==> config.mk <==
export PLATFORM = sky130hd
export DESIGN_NAME = mem_arbiter
export DESIGN_NICKNAME = d
export VERILOG_FILES = /design/src/rtl/mem_arbiter.sv
export SDC_FILE = /design/constraint.sdc
export NUM_CORES = 1
export LEC_CHECK = 0
export CELL_PAD_IN_SITES_DETAIL_PLACEMENT = 1
export CELL_PAD_IN_SITES_GLOBAL_PLACEMENT = 2
export CORE_MARGIN = 5
export CORE_UTILIZATION = 22
export DETAILED_ROUTE_END_ITERATION = 10
export PLACE_DENSITY_LB_ADDON = 0.3
export SLEW_MARGIN = 40
export SYNTH_ARGS = -nofsm -noshare
export SYNTH_HDL_FRONTEND = slang
export SYNTH_SLANG_ARGS = --single-unit
==> constraint.sdc <==
create_clock -name clk -period 1.85 [get_ports clk]
set_input_delay 0.2775 -clock clk [delete_from_list [all_inputs] [get_ports clk]]
set_output_delay 0.2775 -clock clk [all_outputs]
set_load 0.05 [all_outputs]
==> src/rtl/mem_arbiter.sv <==
// Two-port valid/ready arbiter sequencing one 256x8 memory op at a time; write 2 cycles, read 3 (rvalid at E+2).
// gnt only in IDLE, no queueing; tie-break is fixed port 0 unless MEM_ARB_RR_EN selects round-robin.
module mem_arbiter #(
   parameter int ADDR_W = 8,
   parameter int DATA_W = 8
) (
   input  logic              clk,
   input  logic              rst_n,
   input  logic              req0,
   input  logic              we0,
   input  logic [ADDR_W-1:0] addr0,
   input  logic [DATA_W-1:0] wdata0,
   input  logic              req1,
   input  logic              we1,
   input  logic [ADDR_W-1:0] addr1,
   input  logic [DATA_W-1:0] wdata1,
   output logic              gnt0,
   output logic              gnt1,
   output logic              rvalid0,
   output logic [DATA_W-1:0] rdata0,
   output logic              rvalid1,
   output logic [DATA_W-1:0] rdata1,
   output logic              busy,
   output logic              ce_mem,
   output logic              we_mem,
   output logic [ADDR_W-1:0] addr_mem,
   output logic [DATA_W-1:0] datai_mem,
   input  logic [DATA_W-1:0] datao_mem
);

   typedef enum logic [1:0] {IDLE, ISSUE, WAIT} state_t;

   typedef struct packed {
      logic              we;
      logic [ADDR_W-1:0] addr;
      logic [DATA_W-1:0] wdata;
   } req_t;

   state_t state, state_nxt;
   logic   owner;
   logic   hs0, hs1;
   req_t   sel;

`ifdef MEM_ARB_RR_EN
   logic rr_ptr;

   // Pointer names the port preferred on the next tie: the one just passed over.
   always_ff @(posedge clk or negedge rst_n) begin
      if (!rst_n)
         rr_ptr <= 1'b0;
      else if (hs0 || hs1)
         rr_ptr <= hs0;
   end
`endif

   always_comb begin
      gnt0 = 1'b0;
      gnt1 = 1'b0;
      if (state == IDLE) begin
         if (req0 && req1) begin
`ifdef MEM_ARB_RR_EN
            gnt0 = ~rr_ptr;
            gnt1 = rr_ptr;
`else
            gnt0 = 1'b1;
`endif
         end else begin
            gnt0 = req0;
            gnt1 = req1;
         end
      end
   end

   assign hs0  = req0 && gnt0;
   assign hs1  = req1 && gnt1;
   assign sel  = hs1 ? req_t'{we1, addr1, wdata1} : req_t'{we0, addr0, wdata0};
   assign busy = (state != IDLE);

   always_comb begin
      state_nxt = state;
      case (state)
         IDLE:    if (hs0 || hs1) state_nxt = ISSUE;
         ISSUE:   state_nxt = we_mem ? IDLE : WAIT;
         WAIT:    state_nxt = IDLE;
         default: state_nxt = IDLE;
      endcase
   end

   always_ff @(posedge clk or negedge rst_n) begin
      if (!rst_n)
         state <= IDLE;
      else
         state <= state_nxt;
   end

   // ce/we are a single-cycle strobe; addr/data are left holding after the op.
   always_ff @(posedge clk or negedge rst_n) begin
      if (!rst_n) begin
         ce_mem    <= 1'b0;
         we_mem    <= 1'b0;
         addr_mem  <= '0;
         datai_mem <= '0;
         owner     <= 1'b0;
      end else begin
         ce_mem <= 1'b0;
         we_mem <= 1'b0;
         if (hs0 || hs1) begin
            ce_mem    <= 1'b1;
            we_mem    <= sel.we;
            addr_mem  <= sel.addr;
            datai_mem <= sel.wdata;
            owner     <= hs1;
         end
      end
   end

   always_ff @(posedge clk or negedge rst_n) begin
      if (!rst_n) begin
         rvalid0 <= 1'b0;
         rvalid1 <= 1'b0;
         rdata0  <= '0;
         rdata1  <= '0;
      end else begin
         rvalid0 <= 1'b0;
         rvalid1 <= 1'b0;
         if (state == WAIT) begin
            if (owner) begin
               rdata1  <= datao_mem;
               rvalid1 <= 1'b1;
            end else begin
               rdata0  <= datao_mem;
               rvalid0 <= 1'b1;
            end
         end
      end
   end

endmodule

==> metrics.yaml <==
cts-root-buf: "clkbuf_8"
clk_path_buf_depth: 2
drc: 0
drt-initial-drc-count: 8
area_delta_synth_final_pct: 67.6
path_class: "in -> out"
io_buffers: 84
pin_count: 85
maxCapViolCount: 0
synth_xor_area_frac: 0
path_clk_slew_ns: 0.08
antenna_found_initial: 0
grt_pass1_wl_microns: 7430
cp.arrival_ns: 1.51
cts-buffers-inserted: 5
via_per_inst: 4.15
gp_congestion: 0.698
wl_microns: 4770
setup-violations-final: 0
leakage_nw: 1.20
skew_ns: 0.00767
die_h_microns: 96.4
first_pass_iters: 2
vdd_ir_drop_max_mv: 0.586
synth.area.mux_share: 0.235
worstPathCellList: "clkdlybuf4s50_1 -> or4b_4 -> inv_1 -> buf_12"
first_global_vias: 1500
die_w_microns: 96.4
slew_headroom: 0.643
start_util: 0.226
fin_crit_ns: 1.78
crit_slowest_cell: "or4b_4"
finalSetupTns_ns: 0
hold_viol_final: 0
synth-seq-area-share: 0.594
synth_top_family_by_area: "multiplexers"
required_ns: 1.57
ys_warn_count: 0
hold_path.class: "in -> async"
end_kind: "output port"
max_stage_delay_ns: 0.52
dr_total_vias: 1274
antenna_left: 0
core_sq_um: 7250
hpwl_microns: 3810
synth_area_sq_um: 1640
clk_latency_ns: 0.29
final_util: 0.380
tightestPinTransition_ns: 0.534
cp_max_fo: 3
ys_ff_latch: 39
htreeDepth: 2
yosys.area_share.simple: 0.0350
nets: 253
drive_gt1_frac: 0.279
grt_max_degree: 40
fp-row-count: 31
drt-wirelength-per-cell_microns: 15.5
yosysUniqueCellTypes: 20
cts_tree: "built"
status: "complete, no violations"
power.density_nw_per_um2: 1980
syn-instance-count: 111
rsz0062_at_grt: "no"
postSynthAreaPerCell_sq_um: 14.8
synth_nets: 157
max_freq_mhz: 561
synth_fa_ha_area_frac: 0
die_area_sq_um: 9300
grt_use_total: 0.107
grt_overflow: 0
cts.sinks: 39
cp-start-kind: "input port"
synth_compound_area_frac: 0.102
n_antenna_cell: 0
maxSlewViolCount: 0
post-route-period-util: 0.964
==> cells by family after synthesis <==
family          after synthesis
mux                          32
compound gates               20
flops                        39
simple gates                  9
buf+inv                      11
==> registers in the layout, indices dropped and copies added, names as in the netlist <==
signal,count
ce_mem,1
rvalid0,1
rvalid1,1
we_mem,1
owner,1
state,2
datai_mem,8
rdata0,8
addr_mem,8
rdata1,8
==> final cells by class <==
class | count | area (sq um)
clock buffer | 6 | 72.6
clock inverter | 2 | 12.5
fill | 796 | 4500
inverter | 4 | 15.0
multi-input combinational | 61 | 616
sequential | 39 | 976
tap | 99 | 124
timing repair buffer | 96 | 937
==> cells in the final DEF (no fill, tap or decap), drive strengths merged, types with 2 or more instances in the layout <==
master and n:
mux2 32, nor3b 2, o21a 2, a22o 16
inv 4, clkbuf 6, buf 18, clkdlybuf4s50 77
dfrtp 39
==> report_power, final <==
group	switching (W)	internal, W
clock network	0.000297	0.000264
registers	0.000226	0.00127
logic	0.00204	0.00136
total	0.00256	0.00290
==> worst max-delay path, delay by kind of cell <==
kind	cells	cell delay, ns
buffers and inverters	3	0.70
and+or+nand+nor	1	0.52
==> per-stage QoR <==
step / power [W] / std cells / worst slack, ns / cell area (sq um) / hold WS, ns
after floorplan: 0.00370 / 111 / 0.0720 / 1640 / -0.0181
after global placement: 0.00488 / 298 / -0.150 / 2660 / 0.363
after detailed placement: 0.00496 / 298 / -0.203 / 2660 / 0.372
after CTS: 0.00555 / 307 / 0.0551 / 2750 / 0.0586
after global routing: 0.00572 / 307 / 0.0141 / 2750 / 0.0942
final: 0.00546 / 307 / 0.0672 / 2750 / 0.0426
==> layer usage <==
metal / GRT usage / wire length (microns)
met1: 0.118 / 1840
met2: 0.186 / 2470
met3: 0.0434 / 422
met4: 0.0350 / 42
met5: 0 / 0
==> cell usage after synthesis <==
cell,n,share of area
dfrtp_1,39,0.59
mux2_2,25,0.17
a22o_1,16,0.085
mux2_4,7,0.064
inv_1,4,0.0091
clkbuf_1,3,0.0069
buf_2,2,0.0061
nor3b_1,2,0.0091
o21a_1,2,0.0091
a21boi_0,1,0.0046
and2_1,1,0.0038
buf_4,1,0.0046
buf_6,1,0.0069
nand2_1,1,0.0023
nand3_1,1,0.0030
nand3b_1,1,0.0046
nor2_1,1,0.0023
nor2b_1,1,0.0038
o21ai_0,1,0.0030
or4b_1,1,0.0061
==> what timing repair did <==
item                                    4_1_cts  5_1_grt
resized for setup                             2        0
endpoints found under the setup margin        1        0
buffers inserted                              2        0
hold buffers                                  0        0
==> worst paths after layout <==
check,start,to,slack (ns),cells past startpoint
max reg2reg,state[0],datai_mem[3],0.15,4
min,rst_n,rvalid0,0.04,2
min reg2reg,we_mem,state[1],0.45,1
max in group asynchronous,rst_n,owner,1.47,2
min in group clk,req1,state[0],0.41,2
max,req0,gnt1,0.07,4
Power figures use the tool's default switching activity.
